===== src/rtl/shiftreg_pkg.sv =====
// Shared definitions for the shiftreg family (SIPO shiftreg, PISO piso_shiftreg).
// The PARITY state is only used when PISO_PARITY_EN is defined.
package shiftreg_pkg;

  localparam int SHIFTREG_WIDTH   = 4;
  localparam int SHIFTREG_TICKDIV = 5;

  typedef enum logic [1:0] {
    IDLE   = 2'd0,
    SHIFT  = 2'd1,
    PARITY = 2'd2
  } shiftreg_state_e;

  // Even parity bit; callers zero-extend narrower words.
  function automatic logic parity(input logic [63:0] v);
    return ^v;
  endfunction

endpackage


===== src/rtl/tick_div.sv =====
// Clock-enable divider: counts 0..TICKDIV-1 while enabled and asserts tick
// on the terminal count; synchronous clear has priority over counting.
module tick_div
  import shiftreg_pkg::*;
#(
  parameter int TICKDIV = SHIFTREG_TICKDIV
) (
  input  logic clk,
  input  logic rst,
  input  logic clr,
  input  logic en,
  output logic tick
);

  localparam int TW = $clog2(TICKDIV + 1);
  localparam logic [TW-1:0] TERM = TW'(TICKDIV - 1);

  logic [TW-1:0] cnt;

  assign tick = (cnt == TERM);

  // The wrap takes precedence over the increment.
  always_ff @(posedge clk or negedge rst) begin
    if (!rst)         cnt <= '0;
    else if (clr)     cnt <= '0;
    else if (en) begin
      if (tick)       cnt <= '0;
      else            cnt <= cnt + TW'(1);
    end
  end

endmodule


===== src/rtl/piso_shiftreg.sv =====
// Parallel-in serial-out shift register with valid/ready load and tick-divided bit rate.
// Optional PISO_PARITY_EN appends an even-parity bit after the data bits.
module piso_shiftreg
  import shiftreg_pkg::*;
#(
  parameter int WIDTH     = SHIFTREG_WIDTH,
  parameter int TICKDIV   = SHIFTREG_TICKDIV,
  parameter int MSB_FIRST = 1
) (
  input  logic             clk,
  input  logic             rst,
  input  logic             load_valid,
  output logic             load_ready,
  input  logic [WIDTH-1:0] datain,
  output logic             databit,
  output logic             bit_strobe,
  output logic             busy,
  output logic             done
);

  localparam int BW = $clog2(WIDTH + 1);
  localparam logic [BW-1:0] LAST = BW'(WIDTH - 1);

  shiftreg_state_e state, nstate;
  logic [WIDTH-1:0] sreg, sreg_nxt, din_first;
  logic [BW-1:0]    bitcnt;
  logic             tick, last_bit, first_bit, next_bit;
`ifdef PISO_PARITY_EN
  logic             par_q;
`endif

  tick_div #(.TICKDIV(TICKDIV)) u_tick (
    .clk  (clk),
    .rst  (rst),
    .clr  (state == IDLE),
    .en   (state != IDLE),
    .tick (tick)
  );

  assign last_bit  = (bitcnt == LAST);
  assign sreg_nxt  = (MSB_FIRST != 0) ? (sreg << 1) : (sreg >> 1);
  assign din_first = datain;
  assign first_bit = (MSB_FIRST != 0) ? din_first[WIDTH-1] : din_first[0];
  assign next_bit  = (MSB_FIRST != 0) ? sreg_nxt[WIDTH-1] : sreg_nxt[0];

  always_ff @(posedge clk or negedge rst) begin
    if (!rst) state <= IDLE;
    else      state <= nstate;
  end

  always_comb begin
    nstate     = state;
    load_ready = 1'b0;
    busy       = 1'b0;
    done       = 1'b0;
    case (state)
      IDLE: begin
        load_ready = 1'b1;
        if (load_valid) nstate = SHIFT;
      end
      SHIFT: begin
        busy = 1'b1;
        if (tick && last_bit) begin
`ifdef PISO_PARITY_EN
          nstate = PARITY;
`else
          done   = 1'b1;
          nstate = IDLE;
`endif
        end
      end
`ifdef PISO_PARITY_EN
      PARITY: begin
        busy = 1'b1;
        if (tick) begin
          done   = 1'b1;
          nstate = IDLE;
        end
      end
`endif
      default: nstate = IDLE;
    endcase
  end

  // databit and bit_strobe are registered so each new bit and its strobe
  // appear together in the first cycle of the bit-period.
  always_ff @(posedge clk or negedge rst) begin
    if (!rst) begin
      sreg       <= '0;
      bitcnt     <= '0;
      databit    <= 1'b0;
      bit_strobe <= 1'b0;
`ifdef PISO_PARITY_EN
      par_q      <= 1'b0;
`endif
    end else begin
      bit_strobe <= 1'b0;
      case (state)
        IDLE: begin
          databit <= 1'b0;
          if (load_valid) begin
            sreg       <= datain;
            bitcnt     <= '0;
            databit    <= first_bit;
            bit_strobe <= 1'b1;
`ifdef PISO_PARITY_EN
            par_q      <= parity(64'(datain));
`endif
          end
        end
        SHIFT: begin
          if (tick) begin
            if (!last_bit) begin
              sreg       <= sreg_nxt;
              bitcnt     <= bitcnt + BW'(1);
              databit    <= next_bit;
              bit_strobe <= 1'b1;
            end else begin
`ifdef PISO_PARITY_EN
              databit    <= par_q;
              bit_strobe <= 1'b1;
`else
              databit    <= 1'b0;
`endif
            end
          end
        end
`ifdef PISO_PARITY_EN
        PARITY: begin
          if (tick) databit <= 1'b0;
        end
`endif
        default: databit <= 1'b0;
      endcase
    end
  end

endmodule


===== config.mk =====
export PLATFORM = sky130hd
export DESIGN_NAME = piso_shiftreg
export DESIGN_NICKNAME = d
export VERILOG_FILES = /design/src/rtl/shiftreg_pkg.sv /design/src/rtl/tick_div.sv /design/src/rtl/piso_shiftreg.sv
export SDC_FILE = /design/constraint.sdc
export NUM_CORES = 1
export LEC_CHECK = 0
export BUFFER_PORTS_ARGS = -buffer_cell sky130_fd_sc_hd__buf_2
export CAP_MARGIN = 25
export CORE_AREA = 3 3 40 42
export CTS_CLUSTER_SIZE = 20
export DETAILED_ROUTE_END_ITERATION = 10
export DIE_AREA = 0 0 43 45
export PLACE_DENSITY = 0.69
export SLEW_MARGIN = 10
export SYNTH_ARGS = -nofsm -noshare
export SYNTH_HDL_FRONTEND = slang
export SYNTH_SLANG_ARGS = --single-unit

===== constraint.sdc =====
create_clock -name clk -period 2.6 [get_ports clk]
set_clock_uncertainty 0.05 [all_clocks]
set_input_delay 0.13 -clock clk [delete_from_list [all_inputs] [get_ports clk]]
set_output_delay 0.13 -clock clk [all_outputs]
set_load 0.1 [all_outputs]

== Yosys cells after proc, flatten, opt, wreduce, memory -nomap -nowiden ==
Cells that the tools add are included.

* Equality and inequality tests: 7
* Multiplexer cells: 26
* Reduce and logical (&&, ||, !) cells: 7
* Add/sub/neg operators: 2

{| class="wikitable"
|+ Operators by type and width
! cell !! count
|-
| $mux W3 || 9
|-
| $pmux W3 S2 || 2
|-
| $mux W1 || 10
|-
| $ne A2 B2 Y1 const B || 4
|-
| $add A3 B1 Y3 const B || 2
|-
| $reduce_bool A2 Y1 || 3
|-
| $mux W2 || 2
|-
| $pmux W1 S2 || 2
|-
| $pmux W2 S2 || 1
|-
| $reduce_and A4 Y1 || 1
|-
| $eq A3 B2 Y1 const B || 1
|-
| $eq A3 B3 Y1 const B || 1
|-
| $eq A2 B1 Y1 const B || 1
|-
| $logic_not A2 Y1 || 1
|-
| $reduce_and A2 Y1 || 1
|-
| $logic_and A1 B1 Y1 || 1
|}

* Input bits: 7
* Register bits after elaboration: 13
* Output and inout port bits: 5
* Logic and storage cells: 48

== Longest topological paths before layout ==
Gate-level depths: netlist of run 1.

* Word-level depth: 4
* Gate-level depth with buffers: 5

== Cells and area by module ==
From an unflattened synthesis of run 1, not the netlist that was laid out.

* Cell total of the unflattened synthesis: 67
* Area total of the unflattened synthesis: 704.4 µm²

{| class="wikitable"
|+ Modules (own cells, without submodules)
! module !! cells an instance !! instances !! sequential area each (µm²) !! area each (µm²)
|-
| piso_shiftreg || 50 || 1 || 225.2 || 534.3
|-
| tick_div || 17 || 1 || 75.1 || 170.2
|}

== Least setup slack after synthesis of run 1 ==
OpenSTA, ideal clock, no wires.

* Path kind: reg-to-reg
* Start point: register state[0]
* End point: register state[0]
* Required time: 2359 ps
* Path slack: -289 ps
* Buffers on the path: 1
* Stages on the path, launching flop included: 5
* Arrival: 2648 ps
* Cells stage by stage: dfrtp_1 > buf_6 > nand3_4 > nor2_1 > nor2_1

* Longest elaborated chain between the ends: 3
* Elaborated cells on any way between the ends: 6

{| class="wikitable"
|+ Ends and longest elaborated chain
! element !! RTL line !! RTL
|-
| start, declared || piso_shiftreg.sv:24 || <nowiki>shiftreg_state_e state, nstate;</nowiki>
|-
| start signal, assigned || piso_shiftreg.sv:48 || <nowiki>else state <= nstate;</nowiki>
|-
| $eq A2 B1 Y1 / $logic_not A2 Y1 (equally long branches) || piso_shiftreg.sv:56 || <nowiki>case (state)</nowiki>
|-
| $ne A2 B2 Y1 (no line) || -- ||
|-
| $reduce_and A2 Y1 (no line) || -- ||
|}

Parallel ways exist; a longest one is shown, timed or not.
A chain may end at the register's enable or synchronous reset.

== Worst setup path after layout of run 1 ==
* Start point: register bitcnt[0]
* End point: output done

* Longest elaborated chain between the ends: 4

{| class="wikitable"
|+ Ends and longest elaborated chain
! element !! RTL line !! RTL
|-
| start, declared || piso_shiftreg.sv:26 || <nowiki>logic [BW-1:0] bitcnt;</nowiki>
|-
| start signal, assigned || piso_shiftreg.sv:115 || <nowiki>bitcnt <= bitcnt + BW'(1);</nowiki>
|-
| $eq A3 B2 Y1 || piso_shiftreg.sv:40 || <nowiki>assign last_bit = (bitcnt == LAST);</nowiki>
|-
| $logic_and A1 B1 Y1 || piso_shiftreg.sv:63 || <nowiki>if (tick && last_bit) begin</nowiki>
|-
| $mux W1 || piso_shiftreg.sv:63 ||
|-
| $mux W1 || piso_shiftreg.sv:56 ||
|-
| end, declared || piso_shiftreg.sv:18 || <nowiki>output logic done</nowiki>
|}

No other way between the ends.

==> flow_summary.yaml, run 1 <==
clocking:
  cts_htree_levels: 1
  max-clock-path-buffers: 2
  cts.clk_slew.worst_paths_ps: 80
  cts.repair.resized: 0
  cts_setup_buffers: 0
  cts.sink_count: 12
  cts_tree: "built"
  worstSkewPairLatency_ps: 270
  cts_root_buf: "clkbuf_4"
  cts-hold-fix-buffers: 1
  numCtsBuffers: 3
sta:
  fin_crit_sh_pct: 74.0
  slew_at_the_pin_closest_to_its_max_slew_limit_ps: 486
  min_period_ps: 1920
  clock.fmax_mhz: 520
  setup_tns_ps: 0
  timing.slew.headroom_pct: 67.8
  total_count_of_max_transition_violations_in_the_final_report: 0
  rsz0062_at_grt: "no"
  report.final.setup_viol: 0
  final_hold_viol_count: 0
  hold_ws_ps: 71.2
finish:
  areaGrowthSynthToFinish_pct: 15.7
  num-nets-final: 83
  antenna_cells: 0
  n_fill_cell: 117
  drive_above_1_share_pct: 31.9
  final_cell_mix: "dfrtp_1 (12), buf_2 (11), inv_1 (7)"
  mostFrequentLayoutCell: "dfrtp_1"
worst_setup_path:
  rr_endpoint: "sreg[1]$_DFFE_PN0P_"
  worst-r2r-setup-slack_ps: 960
  criticalPathCategory: "reg -> out"
  startpoint_type: "flip-flop"
  crit_path_cell_trace: "ha_1 -> ha_1 -> inv_1 -> nor2_2 -> buf_2"
  timing.critical_path.max_delay_family: "buffers and inverters"
  cp_slowest_cell: "buf_2"
  critPathMaxStageDelay_ps: 430
  worst_path_bufs_invs: 2
  cp.arrival_ps: 1740
  path_common_cell: "ha_1"
  required_time_of_the_critical_path_ps: 2420
  end_kind: "output pin"
  worst_reg2reg_startpoint: "bitcnt[0]$_DFFE_PN0P_"
  rr_worst_depth: 4
  timing.critical_path.fanout_max: 5
grt:
  grt_remaining_overflow: 0
  number_of_antenna_violations_at_the_first_check_in_global_routing: 0
  grt_pass1_wl_mm: 2.01
  global_route.usage.total_pct: 14.3
  grt_pass1_vias: 470
  grt_start_max_net_pins: 13
synthesis:
  post_synth_num_cell_types: 20
  synth_area_per_inst_um2: 11.3
  yosysTopAreaCellShare_pct: 48.2
  seq_area_frac_synth_pct: 48.2
  post_synth_inst_count: 55
  synth-seq-cells: 12
  mappedNetlistNets: 67
  post_syn_area_um2: 623
  netlist_top_cells_area: "dfrtp_1 (48%), ha_1 (10%), mux2_2 (5.4%)"
  synth_largest_area_cell: "dfrtp_1"
  synthesis.yosys.warnings: 0
pwr:
  powerDensity_nw_per_um2: 1190
  finalPower_uw: 860
  irDropWorstVdd_mv: 0.560
  static-leakage-power_uw: 0.000370
flow_run:
  max-cap-violations: 0
drt:
  wire_per_inst_um: 12.9
  vias: 433
  via_per_inst: 5.15
  initialDrtViolationCount: 3
  drc_errors: 0
  detail-route-antenna-nets: 0
  drt_wl_total_mm: 1.09
  firstDrtPassIters: 2
min_path:
  hold-path-cell-count: 3
  hold_path_startpoint: "load_valid"
  timing.hold.worst.class: "in -> reg"
  hold_path_end: "state[0]$_DFFE_PN0P_"
floorplanning:
  floorplan.initialDensity_pct: 48.5
  floorplan.die_area_um2: 1940
  die_height_um: 45
  design.portCount: 12
  placeableCoreArea_um2: 1280
  placement_rows: 13
  die-width_um: 43
placed_design:
  place.detailed.hpwl_um: 812
  placement.io_buffers: 11
  place.gp.congestion: 0.729
run_status:
  outcome: "finished clean"
[metrics by stage]
stage / util (%) / std cells / cell area (um2) / setup WS, ps
floorplan: - / 55 / 626 / 213
finish: 56.1 / 84 / 721 / 676
global route: 56.1 / 84 / 721 / 593
global placement: 53.6 / 80 / 688 / 999
detailed placement: 53.6 / 80 / 688 / 951
CTS: 56.1 / 84 / 721 / 668
[per-layer routing]
layer,vias to the layer above,global-route usage (%),wire length (um)
met5,-,0,0
met4,0,9.04,9
met3,2,2.79,70
met2,10,23.1,494
met1,205,17.6,512
li1,216,-,-
[layout make-up]
class                      instances  area (um2)  area share [%]
clock buffer                       3        22.5            3.13
inverter                           7        26.3            3.65
multi-input combinational         35         288            39.9
sequential                        12         300            41.7
tap                               15        18.8            2.60
timing repair buffer              12        65.1            9.03
[worst min-delay path: stages]
cell,delay [ps]
buf_2,110
nor2_1,40
nor2_1,70
[cell usage after synthesis]
cell and n:
dfrtp_1 12, inv_1 7, nor2_1 6, ha_1 5, nand2_1 5, mux2_2 3
mux2_4 2, mux2i_1 2, o21ai_0 2, and3_1 1, buf_6 1, nand2b_1 1
nand3_1 1, nand3_4 1, nor4_1 1, o211ai_1 1, o21ai_4 1, o21bai_1 1
o22ai_1 1, o41ai_1 1
[report_power, final]
group / switching (uW) / leakage, uW / internal (uW)
combinational: 278 / 0.000207 / 154
sequential: 53.2 / 0.000150 / 262
clock: 59.2 / 0.0000138 / 53.5
total: 391 / 0.000370 / 470
[registers in the layout (all words and copies together), names as in the netlist]
signal and count:
u_tick.cnt 3, state 1, bitcnt 3, sreg 3, databit 1, bit_strobe 1
[how the worst max path moves through the flow]
stage	start	end	slack, ps	depth (start not counted)
2_1_floorplan	state[0]$_DFFE_PN0P_	state[0]$_DFFE_PN0P_	210	4
3_3_place_gp	bitcnt[0]$_DFFE_PN0P_	done	1000	5
3_5_place_dp	bitcnt[0]$_DFFE_PN0P_	done	950	5
4_1_cts	bitcnt[0]$_DFFE_PN0P_	done	670	5
5_1_grt	bitcnt[0]$_DFFE_PN0P_	done	590	5
6_report	bitcnt[0]$_DFFE_PN0P_	done	680	5
[logic make-up after synthesis]
| group | share of synthesized area [%] |
|---|---|
| AND/OR/NAND/NOR | 13.3 |
| flip-flops | 48.2 |
| buffers and inverters | 6.02 |
| AO/OA/AOI/OAI | 9.04 |
| multiplexers | 13.5 |
| adder cells (fa/ha/maj) | 10.0 |
No activity file was read; power rests on OpenSTA's default activity.
==> run 2: changes to the inputs <==
Clock period 2.6 ns to 1.9 ns, I/O delays scaled along.
==> flow_summary.yaml, run 2 (synthesis gave the netlist of run 1 again) <==
placed_design:
  place.detailed.hpwl_um: 861
  dp_cells: 80
  post-place-ws_ps: 258
  placement.io_buffers: 11
  place.gp.congestion: 0.691
floorplanning:
  floorplan.die_area_um2: 1940
  placeableCoreArea_um2: 1280
  design.portCount: 12
  floorplan.initialDensity_pct: 48.5
  placement_rows: 13
  die_height_um: 45
  die-width_um: 43
worst_setup_path:
  criticalPathCategory: "reg -> out"
  required_time_of_the_critical_path_ps: 1750
  worst-r2r-setup-slack_ps: 250
  end_kind: "output pin"
  cp.arrival_ps: 1630
  timing.critical_path.fanout_max: 5
  startpoint_type: "flip-flop"
finish:
  n_fill_cell: 113
  drive_above_1_share_pct: 35.7
  multi_input_comb_area_um2: 293
  stdcell_count: 85
  antenna_cells: 0
  final_core_utilization_pct: 58.3
  final_cell_mix: "dfrtp_1 (11), buf_2 (10), inv_1 (6)"
  areaGrowthSynthToFinish_pct: 20.3
  top_regs: "bitcnt x3, sreg x3, u_tick.cnt x3"
  final-seq-area_um2: 304
  num-nets-final: 83
  mostFrequentLayoutCell: "dfrtp_1"
drt:
  firstDrtPassIters: 3
  wire_per_inst_um: 13.0
  drc_errors: 0
  drt_wl_total_mm: 1.11
  initialDrtViolationCount: 1
  vias: 454
  detail-route-antenna-nets: 0
  via_per_inst: 5.34
sta:
  fin_crit_sh_pct: 93.6
  total_count_of_max_transition_violations_in_the_final_report: 0
  final_hold_viol_count: 0
  setup_tns_ps: 0
  report.final.setup_viol: 0
  slew_at_the_pin_closest_to_its_max_slew_limit_ps: 489
  rsz0062_at_grt: "no"
  min_period_ps: 1780
  final.setup.worst_slack_ps: 122
  clock.fmax_mhz: 562
  timing.slew.headroom_pct: 67.6
pwr:
  irDropWorstVdd_mv: 0.730
  static-leakage-power_uw: 0.000367
  finalPower_uw: 1240
  powerDensity_nw_per_um2: 1650
clocking:
  cts_htree_levels: 1
  numCtsBuffers: 3
  cts_tree: "built"
  cts.clk_slew.worst_paths_ps: 80
  worstSkewPairLatency_ps: 270
  max-clock-path-buffers: 2
  cts_setup_buffers: 0
  cts_root_buf: "clkbuf_4"
  cts.sink_count: 12
grt:
  grt_remaining_overflow: 0
  grt_start_max_net_pins: 13
  global_route.usage.total_pct: 13.9
  grt_pass1_vias: 464
  number_of_antenna_violations_at_the_first_check_in_global_routing: 0
  grt_pass1_wl_mm: 1.95
min_path:
  timing.hold.worst.class: "in -> reg"
run_status:
  outcome: "finished clean"
flow_run:
  max-cap-violations: 0
==> run 2: cell type report <==
type	count	share of cell area (%)
Inverter	7	4.01
Multi-Input combinational cell	35	39.1
Clock buffer	4	4.84
Sequential cell	12	40.6
Tap cell	15	2.50
Timing Repair Buffer	12	9.02
==> run 2: critical path, cell delays in order (launching register included) <==
cell and delay [ps]:
dfrtp_1 380, ha_1 180, ha_1 290, inv_1 110, nor2_4 110, buf_4 290
==> run 2: per-layer routing <==
metal  global-route usage (%)  wire [um]  part of all wire, %  up-vias
met5                        0          0                    0        -
met4                     5.42         14                  1.3        0
met3                     3.98         68                  6.1        4
met2                     25.1        570                   51       12
met1                     15.5        454                   41      223
li1                         -          -                    -      215
==> run 2: where the power goes <==
| group | leakage [uW] | internal [uW] | switching, uW |
|---|---|---|---|
| Sequential | 0.000150 | 361 | 75.1 |
| Combinational | 0.000197 | 215 | 387 |
| Clock | 0.0000210 | 116 | 84.5 |
| Total | 0.000367 | 693 | 546 |
==> run 2: per-stage QoR <==
step / instance area, um2 / hold slack [ps]
5_1_grt: 749 / 38.9
4_1_cts: 749 / 23.0
6_report: 749 / 18.0
3_5_place_dp: 701 / -62.5
2_1_floorplan: 638 / -251
3_3_place_gp: 701 / -60.9
==> run 2: worst paths after layout <==
check / from / end / cells past startpoint
min in group asynchronous: rst / bit_strobe$_DFF_PN0_ / 2
max: bitcnt[0]$_DFFE_PN0P_ / done / 5
max reg2reg: bitcnt[0]$_DFFE_PN0P_ / sreg[2]$_DFFE_PN0P_ / 4
min reg2reg: u_tick.cnt[0]$_DFF_PN0_ / u_tick.cnt[0]$_DFF_PN0_ / 1
max in group asynchronous: rst / state[0]$_DFFE_PN0P_ / 2
min: datain[0] / sreg[0]$_DFFE_PN0P_ / 3
==> run 2: what timing repair did <==
item	4_1_cts	5_1_grt
hold buffers	1	0
endpoints found under the setup margin	1	0
gates resized for setup	1	0
endpoints found under the hold margin	12	0
==> run 3: changes to the inputs <==
Clock period 1.9 ns to 2.3 ns, I/O delays scaled along.
==> flow_summary.yaml, run 3 (synthesis gave the netlist of run 1 again) <==
placed_design:
  place.detailed.hpwl_um: 859
  placement.io_buffers: 11
  place.gp.congestion: 0.728
drt:
  drc_errors: 0
  drt_wl_total_mm: 1.18
  initialDrtViolationCount: 3
  wire_per_inst_um: 14.1
  via_per_inst: 5.33
  firstDrtPassIters: 4
  vias: 448
  detail-route-antenna-nets: 0
clocking:
  numCtsBuffers: 3
  max-clock-path-buffers: 2
  cts.sink_count: 12
  cts_tree: "built"
  cts_setup_buffers: 0
  worstSkewPairLatency_ps: 280
  cts_root_buf: "clkbuf_4"
  cts-hold-fix-buffers: 1
  cts.clk_slew.worst_paths_ps: 70
  cts_htree_levels: 1
  cts.repair.resized: 0
finish:
  drive_above_1_share_pct: 31.9
  num-nets-final: 83
  mostFrequentLayoutCell: "dfrtp_1"
  antenna_cells: 0
  top_regs: "bitcnt x3, sreg x3, u_tick.cnt x3"
  areaGrowthSynthToFinish_pct: 16.5
  final_cell_mix: "dfrtp_1 (12), buf_2 (11), inv_1 (7)"
  final_core_utilization_pct: 56.5
pwr:
  static-leakage-power_uw: 0.000370
  irDropWorstVdd_mv: 0.531
  powerDensity_nw_per_um2: 1370
worst_setup_path:
  criticalPathCategory: "reg -> out"
  required_time_of_the_critical_path_ps: 2130
  path_common_cell: "ha_1"
  critPathMaxStageDelay_ps: 430
  startpoint_type: "flip-flop"
  cp_slowest_cell: "buf_2"
  cp.depth: 5
  timing.critical_path.max_delay_family: "buffers and inverters"
  cp.arrival_ps: 1800
  timing.critical_path.fanout_max: 5
  crit_path_cell_trace: "ha_1 -> ha_1 -> inv_1 -> nor2_4 -> buf_2"
  worst_path_bufs_invs: 2
  rr_worst_depth: 4
  end_kind: "output pin"
sta:
  clock.fmax_mhz: 510
  report.final.setup_viol: 0
  final_hold_viol_count: 0
  min_period_ps: 1960
  fin_crit_sh_pct: 85.3
  total_count_of_max_transition_violations_in_the_final_report: 0
  timing.slew.headroom_pct: 67.8
  hold_ws_ps: 34.3
  rsz0062_at_grt: "no"
  setup_tns_ps: 0
  slew_at_the_pin_closest_to_its_max_slew_limit_ps: 486
grt:
  grt_remaining_overflow: 0
  grt_start_max_net_pins: 13
  global_route.usage.total_pct: 14.8
  number_of_antenna_violations_at_the_first_check_in_global_routing: 0
  grt_pass1_wl_mm: 2.09
  grt_pass1_vias: 495
floorplanning:
  placement_rows: 13
  floorplan.initialDensity_pct: 48.5
  floorplan.die_area_um2: 1940
  die_height_um: 45
  placeableCoreArea_um2: 1280
  die-width_um: 43
  design.portCount: 12
flow_run:
  max-cap-violations: 0
run_status:
  outcome: "finished clean"
min_path:
  timing.hold.worst.class: "in -> reg"
  hold-path-cell-count: 3
run 3: worst reg2reg max path, cell delays in order, from the launching register on:
cell	delay [ps]
dfrtp_1	410
ha_1	230
ha_1	270
o21ai_4	250
mux2_4	320
run 3: layer usage:
metal  share of wire (%)  global-route usage, %
met1                  43                   15.5
met2                  49                   26.6
met3                 6.2                   2.39
met4                 2.1                   10.8
met5                   0                      0
run 3: cell type report:
type | count | area [um2]
fillers | 125 | 559
flip-flops and latches | 12 | 300
multi-input cells | 35 | 293
repair buffers | 12 | 65.1
inverters | 7 | 26.3
clock buffers | 3 | 22.5
well taps | 15 | 18.8
run 3: metrics by stage:
step,worst slack [ps],cell area (um2),power (uW),cells
5_1_grt,259,726,1070,84
6_report,338,726,992,84
2_1_floorplan,123,631,773,55
3_5_place_dp,645,693,865,80
4_1_cts,335,726,998,84
3_3_place_gp,696,693,848,80
run 3: power breakdown:
part | total [uW] | switching [uW] | internal [uW]
Clock | 132 | 71.4 | 60.8
Combinational | 499 | 323 | 176
Sequential | 360 | 64.0 | 296
Total | 992 | 458 | 534
run 3: path summary, 6_finish.rpt:
path | slack, ps | endpoint | start
worst max-delay path | 340 | done | bitcnt[0]$_DFFE_PN0P_
worst min-delay path | 30 | sreg[0]$_DFFE_PN0P_ | datain[0]
worst max register to register | 660 | sreg[1]$_DFFE_PN0P_ | bitcnt[0]$_DFFE_PN0P_
worst min register to register | 410 | u_tick.cnt[0]$_DFF_PN0_ | u_tick.cnt[0]$_DFF_PN0_
max in group asynchronous | 1790 | bitcnt[0]$_DFFE_PN0P_ | rst
min in group asynchronous | 200 | sreg[1]$_DFFE_PN0P_ | rst
